### src/rtl/uart_tx_pkg.sv
// Shared definitions for the UART TX feeder: launch FSM encoding and default byte width.
package uart_tx_pkg;

  localparam int DATA_WIDTH_DEF = 8;

  typedef enum logic [1:0] {
    IDLE      = 2'b00,
    WAIT_BUSY = 2'b01,
    WAIT_DONE = 2'b10
  } feeder_state_t;

endpackage

### src/rtl/uart_tx_feeder_if.sv
// Host/transmitter-facing signal bundle of uart_tx_feeder.
// LEVEL and ALMOST_FULL exist only when UART_TX_FEEDER_LEVEL_EN is defined.
interface uart_tx_feeder_if
  import uart_tx_pkg::*;
#(
  parameter int DATA_WIDTH = DATA_WIDTH_DEF,
  parameter int DEPTH      = 16
);

  logic [DATA_WIDTH-1:0] WR_DATA;
  logic                  WR_EN;
  logic                  FULL;
  logic                  EMPTY;
  logic                  OVERFLOW;
  logic                  TX_BUSY;
  logic [DATA_WIDTH-1:0] P_DATA;
  logic                  DATA_VALID;
`ifdef UART_TX_FEEDER_LEVEL_EN
  logic [$clog2(DEPTH):0] LEVEL;
  logic                   ALMOST_FULL;
`endif

  // Host and transmitter side: drives pushes and BUSY, observes status and launches.
  modport master (
    output WR_DATA, WR_EN, TX_BUSY,
    input  FULL, EMPTY, OVERFLOW, P_DATA, DATA_VALID
`ifdef UART_TX_FEEDER_LEVEL_EN
    , input LEVEL, ALMOST_FULL
`endif
  );

  // Feeder side.
  modport slave (
    input  WR_DATA, WR_EN, TX_BUSY,
    output FULL, EMPTY, OVERFLOW, P_DATA, DATA_VALID
`ifdef UART_TX_FEEDER_LEVEL_EN
    , output LEVEL, ALMOST_FULL
`endif
  );

endinterface

### src/rtl/uart_tx_feeder_mem.sv
// Circular byte store for uart_tx_feeder: array, wrapping pointers, occupancy count.
// The count output exists only when UART_TX_FEEDER_LEVEL_EN is defined.
module uart_tx_feeder_mem #(
  parameter int DATA_WIDTH = 8,
  parameter int DEPTH      = 16
) (
  input  logic                        CLK,
  input  logic                        RST,
  input  logic                        push,
  input  logic [DATA_WIDTH-1:0]       wr_data,
  input  logic                        pop,
  output logic [DATA_WIDTH-1:0]       rd_data,
  output logic                        full,
  output logic                        empty
`ifdef UART_TX_FEEDER_LEVEL_EN
  , output logic [$clog2(DEPTH):0]    level
`endif
);

  localparam int AW = $clog2(DEPTH);
  localparam int CW = AW + 1;

  logic [DATA_WIDTH-1:0] mem [DEPTH];
  logic [AW-1:0]         wr_ptr;
  logic [AW-1:0]         rd_ptr;
  logic [CW-1:0]         count;

  // Storage write; contents deliberately survive reset.
  always_ff @(posedge CLK) begin
    if (push) mem[wr_ptr] <= wr_data;
  end

  // Pointers wrap naturally at DEPTH; count nets out a simultaneous push and pop.
  always_ff @(posedge CLK or negedge RST) begin
    if (!RST) begin
      wr_ptr <= '0;
      rd_ptr <= '0;
      count  <= '0;
    end else begin
      if (push) wr_ptr <= wr_ptr + 1'b1;
      if (pop)  rd_ptr <= rd_ptr + 1'b1;
      case ({push, pop})
        2'b10:   count <= count + 1'b1;
        2'b01:   count <= count - 1'b1;
        default: count <= count;
      endcase
    end
  end

  assign rd_data = mem[rd_ptr];
  assign full    = (count == CW'(DEPTH));
  assign empty   = (count == '0);
`ifdef UART_TX_FEEDER_LEVEL_EN
  assign level   = count;
`endif

endmodule

### src/rtl/uart_tx_feeder.sv
// Byte FIFO plus launch controller feeding a UART TX FSM one frame at a time.
// Optional LEVEL/ALMOST_FULL outputs are enabled with UART_TX_FEEDER_LEVEL_EN.
module uart_tx_feeder
  import uart_tx_pkg::*;
#(
  parameter int DATA_WIDTH = DATA_WIDTH_DEF,
  parameter int DEPTH      = 16,
  parameter int AF_THRESH  = 12
) (
  input logic             CLK,
  input logic             RST,
  uart_tx_feeder_if.slave bus
);

  if (DEPTH < 2 || (DEPTH & (DEPTH - 1)) != 0 || AF_THRESH > DEPTH) begin : g_param_check
    $error("uart_tx_feeder: DEPTH must be a power of two >= 2 and AF_THRESH <= DEPTH");
  end

  feeder_state_t         state;
  feeder_state_t         state_nxt;
  logic                  push;
  logic                  pop;
  logic                  full;
  logic                  empty;
  logic [DATA_WIDTH-1:0] rd_data;
  logic [DATA_WIDTH-1:0] p_data;
  logic                  data_valid;
  logic                  overflow;

  // FULL is the pre-edge view, so a push against a full FIFO is rejected even if a pop shares the edge.
  assign push = bus.WR_EN && !full;

  uart_tx_feeder_mem #(
    .DATA_WIDTH (DATA_WIDTH),
    .DEPTH      (DEPTH)
  ) u_mem (
    .CLK     (CLK),
    .RST     (RST),
    .push    (push),
    .wr_data (bus.WR_DATA),
    .pop     (pop),
    .rd_data (rd_data),
    .full    (full),
    .empty   (empty)
`ifdef UART_TX_FEEDER_LEVEL_EN
    , .level (bus.LEVEL)
`endif
  );

  // Launch FSM state register.
  always_ff @(posedge CLK or negedge RST) begin
    if (!RST) state <= IDLE;
    else      state <= state_nxt;
  end

  // Next state and pop decision: launch from IDLE only, then follow the frame through BUSY rise and fall.
  always_comb begin
    state_nxt = state;
    pop       = 1'b0;
    case (state)
      IDLE: begin
        if (!empty && !bus.TX_BUSY) begin
          pop       = 1'b1;
          state_nxt = WAIT_BUSY;
        end
      end
      WAIT_BUSY: if (bus.TX_BUSY)  state_nxt = WAIT_DONE;
      WAIT_DONE: if (!bus.TX_BUSY) state_nxt = IDLE;
      default:   state_nxt = IDLE;
    endcase
  end

  // Registered launch byte/pulse and the rejected-push flag.
  always_ff @(posedge CLK or negedge RST) begin
    if (!RST) begin
      p_data     <= '0;
      data_valid <= 1'b0;
      overflow   <= 1'b0;
    end else begin
      if (pop) p_data <= rd_data;
      data_valid <= pop;
      overflow   <= bus.WR_EN && full;
    end
  end

  assign bus.P_DATA     = p_data;
  assign bus.DATA_VALID = data_valid;
  assign bus.OVERFLOW   = overflow;
  assign bus.FULL       = full;
  assign bus.EMPTY      = empty;
`ifdef UART_TX_FEEDER_LEVEL_EN
  assign bus.ALMOST_FULL = (bus.LEVEL >= ($clog2(DEPTH) + 1)'(AF_THRESH));
`endif

endmodule

### src/flat_wrapper.sv
// flat-port wrapper written by rule: the top's interface ports become plain ports
module uart_tx_feeder_flat import uart_tx_pkg::*;
#(
  parameter int DATA_WIDTH = DATA_WIDTH_DEF,
  parameter int DEPTH      = 16,
  parameter int AF_THRESH  = 12
)
  (CLK, RST, bus_WR_DATA, bus_WR_EN, bus_TX_BUSY, bus_FULL, bus_EMPTY, bus_OVERFLOW, bus_P_DATA, bus_DATA_VALID);
  uart_tx_feeder_if #(.DATA_WIDTH(DATA_WIDTH), .DEPTH(DEPTH)) bus_i ();
  input logic CLK;
  input logic RST;
  input wire logic [$bits(bus_i.WR_DATA)-1:0] bus_WR_DATA;
  input wire logic [$bits(bus_i.WR_EN)-1:0] bus_WR_EN;
  input wire logic [$bits(bus_i.TX_BUSY)-1:0] bus_TX_BUSY;
  output wire logic [$bits(bus_i.FULL)-1:0] bus_FULL;
  output wire logic [$bits(bus_i.EMPTY)-1:0] bus_EMPTY;
  output wire logic [$bits(bus_i.OVERFLOW)-1:0] bus_OVERFLOW;
  output wire logic [$bits(bus_i.P_DATA)-1:0] bus_P_DATA;
  output wire logic [$bits(bus_i.DATA_VALID)-1:0] bus_DATA_VALID;
  assign bus_i.WR_DATA = bus_WR_DATA;
  assign bus_i.WR_EN = bus_WR_EN;
  assign bus_i.TX_BUSY = bus_TX_BUSY;
  assign bus_FULL = bus_i.FULL;
  assign bus_EMPTY = bus_i.EMPTY;
  assign bus_OVERFLOW = bus_i.OVERFLOW;
  assign bus_P_DATA = bus_i.P_DATA;
  assign bus_DATA_VALID = bus_i.DATA_VALID;
  uart_tx_feeder #(.DATA_WIDTH(DATA_WIDTH), .DEPTH(DEPTH), .AF_THRESH(AF_THRESH)) u_core (.CLK(CLK), .RST(RST), .bus(bus_i));
endmodule
### config.mk
export PLATFORM = sky130hd
export DESIGN_NAME = uart_tx_feeder_flat
export DESIGN_NICKNAME = d
export VERILOG_FILES = /design/src/rtl/uart_tx_pkg.sv /design/src/rtl/uart_tx_feeder_if.sv /design/src/rtl/uart_tx_feeder_mem.sv /design/src/rtl/uart_tx_feeder.sv /design/src/flat_wrapper.sv
export SDC_FILE = /design/constraint.sdc
export NUM_CORES = 1
export LEC_CHECK = 0
export CAP_MARGIN = 20
export CORE_UTILIZATION = 55
export CTS_CLUSTER_SIZE = 12
export DETAILED_ROUTE_END_ITERATION = 6
export PLACE_DENSITY_LB_ADDON = 0.05
export SLEW_MARGIN = 20
export SYNTH_ARGS = -nofsm -noshare
export SYNTH_HDL_FRONTEND = slang
export SYNTH_HIERARCHICAL = 1
export SYNTH_SLANG_ARGS = --single-unit
export TNS_END_PERCENT = 30
### constraint.sdc
create_clock -name CLK -period 5.7 [get_ports CLK]
set_input_delay 0.57 -clock CLK [delete_from_list [all_inputs] [get_ports CLK]]
set_output_delay 0.57 -clock CLK [all_outputs]
set_load 0.01 [all_outputs]
# Yosys cells after proc, flatten, opt, wreduce, memory -nomap -nowiden
# Memory sizes are Yosys's and may differ from the RTL's. A register that Yosys moved wholly into a read port is not among the register bits.
# Index checks and enable logic that the tools add are counted.
# totals
mem_count,1
input_bits,12
out_inout_bits,12
latchBits,0
reg_bits,17
mem_bits_ro,0
elab_cells,39
ram_bits,128
# mem_list
name,words,width,read_ports,rd_clocked_by_memory_dff,write_ports,line,text
u_core.u_mem.mem,16,8,1,1,1,uart_tx_feeder_mem.sv:23,logic [DATA_WIDTH-1:0] mem [DEPTH];
# classes
n_bitwise,0
reduce_logical,11
n_shift,0
muxes,9
order_cmp,0
n_div,0
add_sub_neg,4
n_mul,0
n_eq_ne,8
# op_table
op,n
5-bit one-hot mux with 2 select lines,1
"4-bit by 1-bit adder with 4-bit output, second input constant",2
2-bit 2-to-1 mux,3
2-bit one-hot mux with 3 select lines,1
"5-bit by 1-bit adder with 5-bit output, second input constant",1
"5-bit equality test, second input constant",1
5-bit zero test,1
"5-bit by 1-bit subtractor with 5-bit output, second input constant",1
"2-bit by 1-bit equality test with 1-bit output, second input constant",2
"2-bit equality test, second input constant",2
1-bit zero test,4
1-bit 2-to-1 mux,4
"2-bit != test, second input constant",2
1-bit logical AND,3
3-bit AND reduction,1
2-bit zero test,1
"2-bit by 1-bit != test with 1-bit output, second input constant",1
2-bit nonzero test,1

# Longest topological paths before layout
# logic_depth
depth_word,7
depth_mapped,13
depth_no_buf,11

# By module
# The synthesis kept the hierarchy.
# modules_own_cells
module,area_per_inst_um2,seq_area_each_um2,cells_per_inst,instances
uart_tx_feeder_mem,5771.8,4169.0,297,1
uart_tx_feeder,450.4,300.3,27,1

# Least setup slack after synthesis
# OpenSTA, ideal clock, no wires.
# synth_path
path_kind,flip-flop to flip-flop
from,reg u_core.u_mem.count[2]
to,reg u_core.u_mem.count[4]
path_slack_ps,2797
setup_ps,79
path_stages_with_launch,14
required_time_ps,5621
t_arrival_ps,2823
synth_period_minus_slack_ps,2903
path_buffers,2
path_cell_list,dfrtp_1 clkbuf_1 nor2_1 nand2_1 nor2_1 nor4_4 ha_1 clkbuf_1 xor2_1 ha_1 nor4_1 mux2i_1 o221ai_1 xor2_1
# synth_via
elab_chain_cells,7
word_cells_on_any_way,14
classes_between,add/sub: 2; eq/ne: 3; mux: 3; reduce/logical: 6
# synth_rtl
element,line,text
from (decl),uart_tx_feeder_mem.sv:26,logic [CW-1:0] count;
from (signal assigned),uart_tx_feeder_mem.sv:43,2'b10: count <= count + 1'b1;
from (signal assigned),uart_tx_feeder_mem.sv:44,2'b01: count <= count - 1'b1;
from (signal assigned),uart_tx_feeder_mem.sv:45,default: count <= count;
5-bit zero test *,uart_tx_feeder_mem.sv:52,assign empty = (count == '0);
net bus_EMPTY,flat_wrapper.sv:16,output wire logic [$bits(bus_i.EMPTY)-1:0] bus_EMPTY;
1-bit zero test *,uart_tx_feeder.sv:62,if (!empty && !bus.TX_BUSY) begin
1-bit logical AND *,uart_tx_feeder.sv:62,
1-bit 2-to-1 mux *,uart_tx_feeder.sv:62,
1-bit 2-to-1 mux *,uart_tx_feeder.sv:60,case (state)
net u_core.pop,uart_tx_feeder.sv:22,logic pop;
2-bit by 1-bit equality test with 1-bit output or 2-bit equality test (tied branches),uart_tx_feeder_mem.sv:42,"case ({push, pop})"
5-bit one-hot mux with 2 select lines or 2-bit nonzero test (tied branches),-,
# The timed path passes the listed nets; every way through them passes the cells marked *.
# A chain may end at the register's enable or synchronous reset.

# Worst setup path after layout
# layout_path
from,reg u_core.u_mem.count[2]
to,reg u_core.u_mem.count[4]
# layout_via
elab_chain_cells,7
word_cells_on_any_way,14
classes_between,add/sub: 2; eq/ne: 3; mux: 3; reduce/logical: 6
# layout_rtl
element,line
5-bit zero test *,uart_tx_feeder_mem.sv:52
1-bit zero test *,uart_tx_feeder.sv:62
1-bit logical AND *,uart_tx_feeder.sv:62
1-bit 2-to-1 mux *,uart_tx_feeder.sv:62
1-bit 2-to-1 mux *,uart_tx_feeder.sv:60
net u_core.pop,uart_tx_feeder.sv:22
2-bit by 1-bit equality test with 1-bit output or 2-bit equality test (tied branches),uart_tx_feeder_mem.sv:42
5-bit one-hot mux with 2 select lines or 2-bit nonzero test (tied branches),-
# Marked as above.

==> results_dict.tcl <==
set metrics [dict create \
    outcome "complete, no violations" \
    worstMarginPinSlew_ns 1.008 \
    drtPass1Iterations 4 \
    gp_congestion 0.8126 \
    syn_nets 345 \
    antenna_found_initial 0 \
    leakagePower_nw 2.429 \
    placed_cells 472 \
    cts_root_buffer "clkbuf_16" \
    vias_per_cell 5.946 \
    crit_path_max_fanout 15 \
    end_kind "flip-flop" \
    dieHeight_um 108.4 \
    layout_min_cycle_time_ns 3.219 \
    mostFrequentLayoutCells "128 x edfxtp_1, 23 x clkdlybuf4s50_1, 23 x dfrtp_1, 21 x mux4_2, 17 x clkbuf_16" \
    use_met3_pct 6.932 \
    cts_resized 0 \
    grt_first_pass_wirelength_mm 17.37 \
    cts_max_level 4 \
    peakVddDrop_v 0.0004443 \
    io_pins 24 \
    multi_input_area_um2 1607 \
    core_area_um2 10940 \
    cp-start-kind "flip-flop" \
    dp_slack_ns 2.093 \
    path_clk_slew_ns 0.06 \
    synthSimpleGateAreaFrac_pct 5.268 \
    nets 372 \
    maxSlewViolCount 0 \
    layout_commonest_cell "edfxtp_1" \
    post_dp_cell_area_um2 6518 \
    dpl.hpwl_mm 6.972 \
    final_cells 502 \
    setup_viol 0 \
    clockBufferDepth 2 \
    clock.fmax_mhz 310.7 \
    ys_seq_elements 153 \
    clk_latency_ns 0.42 \
    fill_cells 774 \
    synth_top_family_by_area "multiplexers" \
    crit_arrival_ns 3.56 \
    synthAdderAreaFrac_pct 1.810 \
    drc_errors 0 \
    tns_ns 0 \
    finalCritPeriodShare_pct 56.47 \
    grt_use_total_pct 21.83 \
    yosys.area_share.xor_xnor_pct 1.830 \
    die_area_um2 11740 \
    grt_max_degree 36 \
    cts_inserted_buffers 17 \
    totalWireLength_mm 11.27 \
    port_buffers 23 \
    seq_area_frac_synth_pct 71.83 \
    dieWidth_um 108.4 \
    skew_ns 0.01309 \
    relSlewSlack_pct 32.52 \
    antenna_left 0 \
    met1_usage_pct 29.62 \
    start_util_pct 56.90 \
    antenna_cells 0 \
    synth_compound_area_share_pct 2.695 \
    vias 2985 \
    rsz0062_at_grt "false" \
    drive_above_1_share_pct 16.85 \
    layout.area.seq_um2 4472 \
    cts_tree "yes" \
    ys_warn_count 6 \
    final_hold_viol_count 0 \
    synthesis.instances 324 \
    synth.distinct_cells 36 \
    power.total_mw 3.414 \
    synth.area.mux_share_pct 14.22 \
    cts.sinks 153 \
    wl_per_cell_um 22.45 \
    r2r_start "u_core/u_mem/count[2]" \
    synthToLayoutAreaGrowth_pct 12.65 \
    power_density_nw_per_um2 487.1 \
    top_usage_layer "met2" \
    drv_cap 0 \
    cts_setup_buffers 0 \
    grt_pass1_vias 2975 \
    grt-ovfl-total 0 \
    critPathLaunch "u_core/u_mem/count[2]" \
    path_class "flip-flop to flip-flop" \
    met2_usage_pct 33.08 \
    rows 38 \
    final_cell_area_um2 7009 \
    drt_iter0_markers 172 \
    cts_hold_repair.buffers 0 \
    hp-start "u_core/bus.P_DATA[7]" \
    fin_ws_ns 2.481 \
    avgSynthCellArea_um2 19.20 \
    required_ns 6.04 \
    syn-cell-area_um2 6222 \
    hold_class "flip-flop to flip-flop" \
]
area by class of cell:
cell class	count	area share (%)
repair buffers	25	3.499
clock inverters	12	0.8925
multi-input cells	149	22.92
well taps	140	2.499
flip-flops and latches	153	63.80
clock buffers	18	6.123
inverters	5	0.2678
worst paths after layout:
path,end,slack [ns],depth (start not counted)
max in group asynchronous,u_core/u_mem/rd_ptr[1],4.91,2
min in group asynchronous,u_core/bus.P_DATA[1],0.52,2
worst max-delay path,u_core/u_mem/count[4],2.48,11
worst min-delay path,u_core/bus.P_DATA[7],0.50,1
worst max register to register,u_core/u_mem/count[4],2.48,11
worst min register to register,u_core/bus.P_DATA[7],0.50,1
per-stage QoR:
step	util (%)	hold WS [ns]
6_report	64.10	0.5048
4_1_cts	64.10	0.5068
3_5_place_dp	59.60	0.4943
3_3_place_gp	59.60	0.4918
2_1_floorplan	-	0.2744
5_1_grt	64.10	0.5191
worst max-delay path, stage by stage (launching register included):
cell and delay (ns):
dfrtp_1 0.48, nor2_1 0.10, nand2_1 0.10, nor2_1 0.09, nor4_4 0.75, ha_1 0.51, xor2_1 0.12, ha_1 0.23
nor4_1 0.26, mux2i_1 0.11, o221ai_1 0.22, xor2_1 0.17
cell families after synthesis:
logic type,count (synthesis)
xor+xnor,13
simple gates,61
compound gates,23
buf+inv,22
fa+ha+maj,9
flops,153
mux,43
power breakdown:
part,switching [mW],total [mW],internal (mW),leakage [nW]
Sequential,0.147,1.54,1.39,1.46
Combinational,0.468,0.937,0.469,0.736
Clock,0.402,0.941,0.538,0.237
state kept, by name, summed over array words and instances, names as in the netlist:
name,count
u_core/bus.P_DATA,8
u_core/u_mem/mem,128
u_core/u_mem/rd_ptr,4
u_core/bus.OVERFLOW,1
u_core/u_mem/count,5
u_core/state,2
u_core/u_mem/wr_ptr,4
u_core/bus.DATA_VALID,1
Yosys cell counts, drive strengths merged:
library cell	n	area, µm²
a211oi	1	7.510
a21oi	1	5.000
a22oi	16	120.1
and2	12	75.07
and2b	1	7.510
and3	5	31.28
buf	7	71.32
clkbuf	7	26.28
clkdlybuf4s25	3	30.03
dfrtp	25	625.6
edfxtp	128	3844
ha	9	112.6
inv	5	18.77
mux2	10	112.6
mux2i	1	10.01
mux4	32	762.0
nand2	16	60.06
nand3	3	15.01
nand4	3	18.77
nand4b	1	8.760
nand4bb	1	11.26
nor2	13	48.80
nor2b	3	18.77
nor3	1	5.000
nor4	2	27.53
o2111ai	1	8.760
o21a	1	7.510
o21ai	2	10.01
o221ai	1	8.760
xnor2	6	52.55
xor2	7	61.31
layer usage:
layer / up-vias / wire, µm
li1: 1352 / -
met1: 1548 / 5042
met2: 75 / 5582
met3: 10 / 516
met4: 0 / 131
met5: - / 0
(Power assumes the default switching activity.)
